**config.mk**
```make
export PLATFORM = sky130hd
export DESIGN_NAME = genius_engine
export DESIGN_NICKNAME = d
export VERILOG_FILES = /design/src/rtl/genius_pkg.sv /design/src/rtl/genius_lfsr.sv /design/src/rtl/genius_engine.sv
export SDC_FILE = /design/constraint.sdc
export NUM_CORES = 1
export LEC_CHECK = 0
export ABC_AREA = 1
export CORE_MARGIN = 4
export CORE_UTILIZATION = 60
export DETAILED_ROUTE_END_ITERATION = 10
export PLACE_DENSITY_LB_ADDON = 0.15
export SLEW_MARGIN = 20
export SYNTH_ARGS = -nofsm -noshare
export SYNTH_HDL_FRONTEND = slang
export SYNTH_SLANG_ARGS = --single-unit
export TNS_END_PERCENT = 30
```
**constraint.sdc**
```tcl
create_clock -name CLOCK -period 2.95 [get_ports CLOCK]
set_input_delay 0.59 -clock CLOCK [delete_from_list [all_inputs] [get_ports CLOCK]]
set_output_delay 0.59 -clock CLOCK [all_outputs]
set_load 0.01 [all_outputs]
```
**src/rtl/genius_pkg.sv**
```systemverilog
// Shared types and constants for the genius_engine memory game.
package genius_pkg;

  typedef enum logic [2:0] {
    S_IDLE, S_GEN, S_SHOW_ON, S_SHOW_OFF, S_WAIT_IN, S_CHECK, S_WIN, S_LOSE
  } state_e;

  // Fibonacci feedback from bits 16,14,13,11 (1-based) of the 16-bit register
  localparam logic [15:0] LFSR_TAPS = 16'hB400;

  function automatic int ch_w(input int n_ch);
    return $clog2(n_ch);
  endfunction

endpackage

```
**src/rtl/genius_lfsr.sv**
```systemverilog
// 16-bit Fibonacci LFSR with synchronous seed load and single-step advance.
module genius_lfsr
  import genius_pkg::*;
(
  input  logic        clk_i,
  input  logic        rst_n_i,
  input  logic        load_i,
  input  logic        step_i,
  input  logic [15:0] seed_i,
  output logic [15:0] q_o
);

  logic [15:0] lfsr_q;

  always_ff @(posedge clk_i or negedge rst_n_i) begin
    if (!rst_n_i)    lfsr_q <= 16'h0001;
    else if (load_i) lfsr_q <= (seed_i == 16'h0000) ? 16'h0001 : seed_i;
    else if (step_i) lfsr_q <= {lfsr_q[14:0], ^(lfsr_q & LFSR_TAPS)};
  end

  assign q_o = lfsr_q;

endmodule

```
**src/rtl/genius_engine.sv**
```systemverilog
// Simon-style memory game: random colour sequence, playback, press checking.
// Define GENIUS_SPEEDUP_EN to shorten show/gap times as the level grows.
module genius_engine
  import genius_pkg::*;
#(
  parameter int N_CH      = 4,
  parameter int MAX_LEN   = 32,
  parameter int T_SHOW    = 25_000_000,
  parameter int T_GAP     = 12_500_000,
  parameter int T_TIMEOUT = 250_000_000
) (
  input  logic            CLOCK,
  input  logic            reset,
  input  logic            start,
  input  logic [15:0]     seed,
  input  logic [N_CH-1:0] btn,
  output logic [N_CH-1:0] led,
  output logic [6:0]      level,
  output logic            busy,
  output logic            win,
  output logic            lose
);

  localparam int CH_W  = ch_w(N_CH);
  localparam int IDX_W = (MAX_LEN > 1) ? $clog2(MAX_LEN) : 1;

  state_e          state_q;
  logic [6:0]      level_q, idx_q, lvl_inc_d;
  logic [31:0]     tmr_q, to_q;
  logic [N_CH-1:0] press_q, cur_oh;
  logic [CH_W-1:0] seq_q [MAX_LEN];
  logic [15:0]     lfsr_q;
  logic [1:0]      sh_cur, sh_gen;
  logic            idle_like, lfsr_load, lfsr_step, unused_lfsr;

  assign idle_like = (state_q == S_IDLE) || (state_q == S_WIN) || (state_q == S_LOSE);
  assign lfsr_load = idle_like && start;
  assign lfsr_step = (state_q == S_GEN);
  assign lvl_inc_d = (level_q == 7'(MAX_LEN)) ? level_q : level_q + 7'd1;
  assign unused_lfsr = ^lfsr_q;

  genius_lfsr u_lfsr (
    .clk_i   (CLOCK),
    .rst_n_i (reset),
    .load_i  (lfsr_load),
    .step_i  (lfsr_step),
    .seed_i  (seed),
    .q_o     (lfsr_q)
  );

`ifdef GENIUS_SPEEDUP_EN
  function automatic logic [1:0] spd(input logic [6:0] lvl);
    return (lvl >= 7'd16) ? 2'd2 : (lvl >= 7'd8) ? 2'd1 : 2'd0;
  endfunction
  assign sh_cur = spd(level_q);
  assign sh_gen = spd(lvl_inc_d);
`else
  assign sh_cur = 2'd0;
  assign sh_gen = 2'd0;
`endif

  // A shifted duration can reach 0; hold it at one cycle so the phase still exists.
  function automatic logic [31:0] dur(input logic [31:0] base, input logic [1:0] sh);
    logic [31:0] t;
    t = base >> sh;
    return (t == 32'd0) ? 32'd1 : t;
  endfunction

  always_comb begin
    cur_oh = '0;
    cur_oh[seq_q[idx_q[IDX_W-1:0]]] = 1'b1;
  end

  always_ff @(posedge CLOCK) begin
    if (state_q == S_GEN) seq_q[level_q[IDX_W-1:0]] <= lfsr_q[CH_W-1:0];
  end

  always_ff @(posedge CLOCK or negedge reset) begin
    if (!reset) begin
      state_q <= S_IDLE;
      level_q <= '0;
      idx_q   <= '0;
      tmr_q   <= '0;
      to_q    <= '0;
      press_q <= '0;
    end else begin
      case (state_q)
        S_IDLE, S_WIN, S_LOSE: if (start) begin
          level_q <= '0;
          idx_q   <= '0;
          state_q <= S_GEN;
        end
        S_GEN: begin
          level_q <= lvl_inc_d;
          idx_q   <= '0;
          tmr_q   <= dur(32'(T_SHOW), sh_gen) - 32'd1;
          state_q <= S_SHOW_ON;
        end
        S_SHOW_ON: if (tmr_q == 32'd0) begin
          tmr_q   <= dur(32'(T_GAP), sh_cur) - 32'd1;
          state_q <= S_SHOW_OFF;
        end else tmr_q <= tmr_q - 32'd1;
        S_SHOW_OFF: if (tmr_q != 32'd0) tmr_q <= tmr_q - 32'd1;
        else if (idx_q + 7'd1 == level_q) begin
          idx_q   <= '0;
          to_q    <= 32'(T_TIMEOUT - 1);
          state_q <= S_WAIT_IN;
        end else begin
          idx_q   <= idx_q + 7'd1;
          tmr_q   <= dur(32'(T_SHOW), sh_cur) - 32'd1;
          state_q <= S_SHOW_ON;
        end
        // A press on the expiry cycle wins over the timeout.
        S_WAIT_IN: if (btn != '0) begin
          press_q <= btn;
          state_q <= S_CHECK;
        end else if (to_q == 32'd0) state_q <= S_LOSE;
        else to_q <= to_q - 32'd1;
        // Matching the one-hot expected colour also rejects multi-bit presses.
        S_CHECK: if (press_q != cur_oh) state_q <= S_LOSE;
        else if (idx_q + 7'd1 < level_q) begin
          idx_q   <= idx_q + 7'd1;
          to_q    <= 32'(T_TIMEOUT - 1);
          state_q <= S_WAIT_IN;
        end else state_q <= (level_q == 7'(MAX_LEN)) ? S_WIN : S_GEN;
        default: state_q <= S_IDLE;
      endcase
    end
  end

  always_comb begin
    led = '0;
    case (state_q)
      S_SHOW_ON: led = cur_oh;
      S_CHECK:   led = press_q;
      S_WIN:     led = '1;
      default:   led = '0;
    endcase
  end

  assign level = level_q;
  assign busy  = !idle_like;
  assign win   = (state_q == S_WIN);
  assign lose  = (state_q == S_LOSE);

endmodule
```
==> results.sh, run 1 <==
export IMPL_final_critical_path_setup_slack_ns=-0.0386
export IMPL_final_hold_viol_count=0
export IMPL_tritoncts="done"
export IMPL_final_util_pct=74.4
export IMPL_synth_sequential_area_ratio_pct=47.1
export IMPL_floorplan_rows=45
export IMPL_antenna_violations_before_repair=0
export IMPL_dp_hpwl_mm=15.4
export IMPL_synthesis_nets=1256
export IMPL_final_setup_viol_count=3
export IMPL_power_leakage_nw=5.01
export IMPL_timing_worst_slew_pin_value_ns=0.627
export IMPL_placedInstanceArea_um2=10200
export IMPL_ys_types=43
export IMPL_number_of_filler_cells_placed_in_the_layout=1152
export IMPL_drtIter0Drc=842
export IMPL_pwr_density_cell_nw_per_um2=955
export IMPL_yosys_most_used_dff="sky130_fd_sc_hd__dfrtp_1"
export IMPL_overall_global_routing_usage_pct=26.4
export IMPL_timing_fmax_mhz=335
export IMPL_fin_worst_hold_slack_ns=0.0119
export IMPL_rsz0062_at_grt="yes"
export IMPL_register_bit_count_reported_by_yosys=165
export IMPL_die_height_um=133
export IMPL_violations="setup timing"
export IMPL_regToRegEndpoint="to_q[25]$_DFFE_PN0P_"
export IMPL_boundary_pin_count=37
export IMPL_synth_edff_count=64
export IMPL_timing_setup_critical_path_class="reg -> out"
export IMPL_drive_above_1_share_pct=14.3
export IMPL_grt_overflow_total=0
export IMPL_reg2reg_depth=15
export IMPL_worst_skew_pair_late_latency_ns=0.43
export IMPL_critical_path_max_stage_delay_ns=0.57
export IMPL_root_cell_of_the_clock_tree="sky130_fd_sc_hd__clkbuf_16"
export IMPL_area_used_by_multi_input_combinational_logic_um2=4540
export IMPL_stdcell_count=1515
export IMPL_tritoncts_num_sinks=165
export IMPL_preCtsSetupSlack_ns=-0.160
export IMPL_finalMaxSlewViolations=0
export IMPL_maxCapViolations=0
export IMPL_worstPathArrival_ns=2.40
export IMPL_postSynthCellCount=1219
export IMPL_ir_worst_vdd_v=0.000585
export IMPL_min_path_type="in -> async"
export IMPL_synth_largest_type_area_fraction_pct=26.5
export IMPL_status="complete, but fails checks"
export IMPL_critPathCaptureType="primary output"
export IMPL_critPathMaxFanout=11
export IMPL_grt_pass1_vias=7935
export IMPL_placed_cells_incl_taps=1462
export IMPL_grt_max_degree=64
export IMPL_htree_num_levels=4
export IMPL_antenna_cells=0
export IMPL_post_route_min_period_ns=2.99
export IMPL_total_neg_setup_slack_ns=-0.0773
export IMPL_clock_path_buffers=2
export IMPL_ant_nets=0
export IMPL_timing_max_slew_rel_slack_pct=57.8
export IMPL_die_area_um2=17800
export IMPL_part_of_the_cycle_the_worst_path_needs_pct=101
export IMPL_number_of_warning_messages_in_the_yosys_log=0
export IMPL_layout_area_overhead_vs_synth_pct=20.6
export IMPL_number_of_buffers_inserted_during_clock_tree_synthesis=17
export IMPL_buffer_ports_inserted=36
export IMPL_core_region_area_um2=15300
export IMPL_sequential_cell_area_um2=4450
export IMPL_totalWireLength_mm=24.4
export IMPL_worst_endpoint_required_time_ns=2.36
export IMPL_dieWidth_um=133
export IMPL_drt_pass1_iterations=6
export IMPL_num_nets_final=1328
export IMPL_regToRegStartpoint="idx_q[0]$_DFFE_PN0P_"
export IMPL_detail_route_wl_per_cell_um=16.1
export IMPL_rrSetupSlack_ns=0.06
export IMPL_cpMostUsedCell="sky130_fd_sc_hd__nand2_1"
export IMPL_synth_cell_area_um2=9450
export IMPL_critical_path_cell_chain="buf_6, clkbuf_16, nand2_1, nand3_1, nand3_2, nand3_2, nand2_1, nand2_1, nand2_2, nand2_2, o221ai_2, buf_2"
export IMPL_async_flop_share_pct=61.2
export IMPL_remaining_drc_errors=0
export IMPL_finalWeightedCongestion=0.912
export IMPL_critical_path_slowest_cell="sky130_fd_sc_hd__dfrtp_4"
export IMPL_synth_area_leader_cell="sky130_fd_sc_hd__dfrtp_1"
export IMPL_global_route_wire_length_before_repair_mm=38.3
export IMPL_syn_avg_cell_area_um2=7.75
export IMPL_final_design_area_no_fill_um2=11400
export IMPL_clkSlewWorstSetupHoldPaths_ns=0.07
export IMPL_vias=8558
export IMPL_total_power_mw=10.9
export IMPL_cp_start_kind="register"
export IMPL_clock_skew_final_ns=0.0118
export IMPL_start_util_pct=61.7
export IMPL_viasPerCell=5.65
export IMPL_synth_top_cells_by_area="sky130_fd_sc_hd__dfrtp_1 (26%), sky130_fd_sc_hd__edfxtp_1 (20%), sky130_fd_sc_hd__nand2_1 (12%)"
## repair_timing
action,in CTS,in global routing
endpoints found under the setup margin,59,66
gates cloned,1,5
pin swaps,5,23
resized for setup,23,70
hold buffers,0,0
setup buffers,3,12
## cells in the mapped netlist, types with 15 or more instances
master and instances:
sky130_fd_sc_hd__nor3_1 15, sky130_fd_sc_hd__inv_1 140, sky130_fd_sc_hd__or2_2 15, sky130_fd_sc_hd__nor2_1 176, sky130_fd_sc_hd__nand3_1 109, sky130_fd_sc_hd__o21ai_0 48
sky130_fd_sc_hd__nand2_1 295, sky130_fd_sc_hd__nand4_1 56, sky130_fd_sc_hd__dfrtp_1 100, sky130_fd_sc_hd__edfxtp_1 64, sky130_fd_sc_hd__a21oi_1 35, sky130_fd_sc_hd__xor2_1 26
sky130_fd_sc_hd__buf_2 15
## worst max-delay path: cells and delay by family, from the launching register on
family	cells	cell delay, ns
and+or+nand+nor	8	0.69
DFF	1	0.57
buffers and inverters	3	0.52
AOI/OAI and AO/OA	1	0.19
## worst max path at each step
stage                              start              endpoint  cells past startpoint
CTS                 idx_q[0]$_DFFE_PN0P_                led[0]                     10
global placement    idx_q[0]$_DFFE_PN0P_                led[1]                     11
global route        idx_q[0]$_DFFE_PN0P_  tmr_q[9]$_DFFE_PN0P_                     16
finish              idx_q[0]$_DFFE_PN0P_                led[3]                     12
floorplan           idx_q[2]$_DFFE_PN0P_   to_q[3]$_DFFE_PN0P_                     15
detailed placement  idx_q[0]$_DFFE_PN0P_  tmr_q[9]$_DFFE_PN0P_                     16
## placed cells by master, fill, tap and decap left out, types with 6 or more instances in the layout
cell	n
sky130_fd_sc_hd__a21oi_1	34
sky130_fd_sc_hd__buf_12	8
sky130_fd_sc_hd__buf_4	36
sky130_fd_sc_hd__buf_6	7
sky130_fd_sc_hd__clkbuf_16	21
sky130_fd_sc_hd__clkdlybuf4s50_1	31
sky130_fd_sc_hd__dfrtp_1	99
sky130_fd_sc_hd__edfxtp_1	64
sky130_fd_sc_hd__ha_1	11
sky130_fd_sc_hd__inv_1	136
sky130_fd_sc_hd__inv_2	10
sky130_fd_sc_hd__nand2_1	285
sky130_fd_sc_hd__nand2_2	10
sky130_fd_sc_hd__nand3_1	86
sky130_fd_sc_hd__nand3_2	22
sky130_fd_sc_hd__nand4_1	56
sky130_fd_sc_hd__nor2_1	175
sky130_fd_sc_hd__nor2_2	6
sky130_fd_sc_hd__nor3_1	14
sky130_fd_sc_hd__nor4_1	14
sky130_fd_sc_hd__o21ai_0	46
sky130_fd_sc_hd__o21ai_1	6
sky130_fd_sc_hd__or2_1	8
sky130_fd_sc_hd__or2_2	15
sky130_fd_sc_hd__xnor2_1	7
sky130_fd_sc_hd__xor2_1	25
## registers in the layout, summed over array words and instances, names as in the netlist
name	count
seq_q	64
tmr_q	32
to_q	32
u_lfsr.q_o	16
idx_q	7
level	7
press_q	4
state_q	3
## power by group
part	internal [mW]	switching [mW]
Combinational	1.90	3.21
Clock	1.36	0.920
Sequential	2.98	0.508
Total	6.24	4.64
## final cells by class
| cell class | instances | area share (%) |
|---|---|---|
| Timing Repair inverter | 1 | 0.0659 |
| Inverter | 149 | 5.01 |
| Tap cell | 211 | 2.32 |
| Multi-Input combinational cell | 868 | 39.9 |
| Clock buffer | 19 | 3.92 |
| Sequential cell | 165 | 39.1 |
| Timing Repair Buffer | 89 | 8.40 |
| Clock inverter | 13 | 1.34 |
## cell families after synthesis
| logic type | after synthesis | share of synthesized area, % |
|---|---|---|
| and+or+nand+nor | 709 | 33.2 |
| buffers and inverters | 186 | 8.16 |
| DFF | 165 | 47.1 |
| AOI/OAI and AO/OA | 112 | 6.64 |
| xor gates and xnor gates | 33 | 3.06 |
| adders and majority gates | 14 | 1.85 |
## layer usage
layer / up-vias / track usage, % / wire length, µm
li1: 4152 / - / -
met5: - / 0 / 0
met4: 0 / 7.77 / 396
met3: 38 / 5.06 / 1820
met1: 4044 / 35.7 / 10400
met2: 324 / 43.8 / 11800
Note: power is estimated with default switching activity, not from simulation.
==> inputs of run 2 (changes only) <==
==> constraint.sdc (replaced) <==
create_clock -name CLOCK -period 2.95 [get_ports CLOCK]
set_input_delay 0.59 -clock CLOCK [delete_from_list [all_inputs] [get_ports CLOCK]]
set_output_delay 0.59 -clock CLOCK [all_outputs]
set_load 0.05 [all_outputs]
==> run 2 against run 1 <==
The run still ends with setup timing left. Clock power shrank 2%. Hold slack gained 0.20 ns. Power shrank 2.8%. First-iteration DRC count shrank 4.3%. Combinational power shrank 4.7%. Non-clock buffer count shrank 15. Global-route usage grew 0.48 points. Sequential power is essentially flat. Highest routed layer unchanged.
==> results.sh, run 2 (synthesis results as in run 1) <==
export IMPL_die_area_um2=17800
export IMPL_totalWireLength_mm=23.8
export IMPL_reg2reg_depth=15
export IMPL_cp_start_kind="register"
export IMPL_vias=8507
export IMPL_critPathCaptureType="primary output"
export IMPL_total_power_mw=10.6
export IMPL_worstPathArrival_ns=2.42
export IMPL_floorplan_rows=45
export IMPL_regToRegEndpoint="tmr_q[18]$_DFFE_PN0P_"
export IMPL_clock_skew_final_ns=0.00856
export IMPL_grt_pass1_vias=8048
export IMPL_cp_num_cells=14
export IMPL_drive_above_1_share_pct=11.0
export IMPL_critical_path_max_stage_delay_ns=0.46
export IMPL_tritoncts="done"
export IMPL_timing_worst_slew_pin_value_ns=0.685
export IMPL_finalMaxSlewViolations=0
export IMPL_layout_common_cells="sky130_fd_sc_hd__nand2_1 (289), sky130_fd_sc_hd__nor2_1 (176), sky130_fd_sc_hd__inv_1 (139)"
export IMPL_status="complete, but fails checks"
export IMPL_layout_area_overhead_vs_synth_pct=17.3
export IMPL_critPathMaxFanout=10
export IMPL_cpLargestDelayFamily="simple AND/OR/NAND/NOR gates"
export IMPL_cts_hold_fix_buffers=0
export IMPL_final_hold_viol_count=0
export IMPL_antenna_violations_before_repair=0
export IMPL_critical_path_end="led[1]"
export IMPL_violations="setup timing"
export IMPL_number_of_buffers_inserted_during_clock_tree_synthesis=17
export IMPL_boundary_pin_count=37
export IMPL_rrSetupSlack_ns=0.09
export IMPL_dp_hpwl_mm=15.3
export IMPL_total_neg_setup_slack_ns=-0.134
export IMPL_remaining_drc_errors=0
export IMPL_start_util_pct=61.7
export IMPL_final_setup_viol_count=4
export IMPL_antenna_cells=0
export IMPL_critical_path_slowest_cell="sky130_fd_sc_hd__dfrtp_2"
export IMPL_post_route_min_period_ns=3.01
export IMPL_clkSlewWorstSetupHoldPaths_ns=0.06
export IMPL_global_route_wire_length_before_repair_mm=39.0
export IMPL_ir_worst_vdd_v=0.000913
export IMPL_worst_skew_pair_late_latency_ns=0.42
export IMPL_final_util_pct=72.3
export IMPL_drtIter0Drc=806
export IMPL_ant_nets=0
export IMPL_number_of_flip_flops_in_the_largest_register=64
export IMPL_worstSetupStartpoint="idx_q[0]$_DFFE_PN0P_"
export IMPL_overall_global_routing_usage_pct=26.9
export IMPL_regToRegStartpoint="idx_q[0]$_DFFE_PN0P_"
export IMPL_critPathBufInv=4
export IMPL_power_leakage_nw=4.88
export IMPL_rsz0062_at_grt="yes"
export IMPL_drt_pass1_iterations=5
export IMPL_viasPerCell=5.68
export IMPL_critical_path_cell_chain="buf_12, inv_4, buf_12, nand2_1, nand3_1, nand2_1, nand2_2, nand2_1, nand2_1, nand3_1, nand2_2, nand2_1, o221ai_4, buf_12"
export IMPL_core_region_area_um2=15300
export IMPL_dieWidth_um=133
export IMPL_fin_worst_hold_slack_ns=0.212
export IMPL_die_height_um=133
export IMPL_timing_setup_critical_path_class="reg -> out"
export IMPL_finalWeightedCongestion=0.883
export IMPL_timing_max_slew_rel_slack_pct=54.3
export IMPL_tritoncts_num_sinks=165
export IMPL_final_critical_path_setup_slack_ns=-0.0590
export IMPL_htree_num_levels=4
export IMPL_maxCapViolations=0
export IMPL_layout_commonest_cell="sky130_fd_sc_hd__nand2_1"
export IMPL_min_path_type="in -> async"
export IMPL_grt_max_degree=49
export IMPL_detail_route_wl_per_cell_um=15.8
export IMPL_cpMostUsedCell="sky130_fd_sc_hd__nand2_1"
export IMPL_worst_endpoint_required_time_ns=2.36
export IMPL_num_nets_final=1312
export IMPL_pwr_density_cell_nw_per_um2=954
export IMPL_grt_overflow_total=0
export IMPL_buffer_ports_inserted=36
export IMPL_root_cell_of_the_clock_tree="sky130_fd_sc_hd__clkbuf_16"
export IMPL_clock_path_buffers=2
export IMPL_part_of_the_cycle_the_worst_path_needs_pct=102
export IMPL_timing_fmax_mhz=332
[run 2: final cells by class]
| type | count | area, µm² |
|---|---|---|
| repair buffers | 74 | 836 |
| fillers | 1168 | 4240 |
| flip-flops and latches | 165 | 4450 |
| well taps | 211 | 264 |
| clock buffers | 27 | 568 |
| clock inverters | 5 | 30.0 |
| multi-input cells | 868 | 4360 |
| inverters | 149 | 569 |
[run 2: where the power goes]
part,internal (mW),switching (mW)
logic,1.68,3.19
registers,2.98,0.493
clock network,1.33,0.904
total,5.98,4.59
[run 2: metal layers]
| metal | global-route usage [%] | vias up | routed length, µm |
|---|---|---|---|
| met5 | 0 | - | 0 |
| met4 | 5.89 | 0 | 205 |
| met3 | 5.51 | 28 | 1460 |
| met2 | 45.4 | 308 | 11900 |
| met1 | 36.2 | 4046 | 10200 |
| li1 | - | 4125 | - |
[run 2: how the worst min path moves through the flow]
| stage | from | end | depth (start not counted) |
|---|---|---|---|
| 2_1_floorplan | reset | idx_q[0]$_DFFE_PN0P_ | 0 |
| 6_report | reset | to_q[20]$_DFFE_PN0P_ | 1 |
| 4_1_cts | reset | to_q[6]$_DFFE_PN0P_ | 1 |
| 5_1_grt | reset | to_q[19]$_DFFE_PN0P_ | 1 |
| 3_5_place_dp | u_lfsr.q_o[8]$_DFFE_PN0P_ | u_lfsr.q_o[8]$_DFFE_PN0P_ | 2 |
| 3_3_place_gp | u_lfsr.q_o[11]$_DFFE_PN0P_ | u_lfsr.q_o[11]$_DFFE_PN0P_ | 2 |
[run 2: stage by stage]
step                      cell area (µm²)  worst slack [ns]  instances
after floorplan                      9450             0.254       1219
after global placement              10200             0.131       1459
after detailed placement            10200            0.0468       1459
after CTS                           10900          -0.00387       1493
after global routing                11100            -0.216       1499
final                               11100           -0.0590       1499
[run 2: repair_timing]
action,4_1_cts,5_1_grt
gates cloned,2,1
gates resized for setup,22,22
pin swaps,0,5
setup endpoints to repair,4,59
setup buffers,0,5
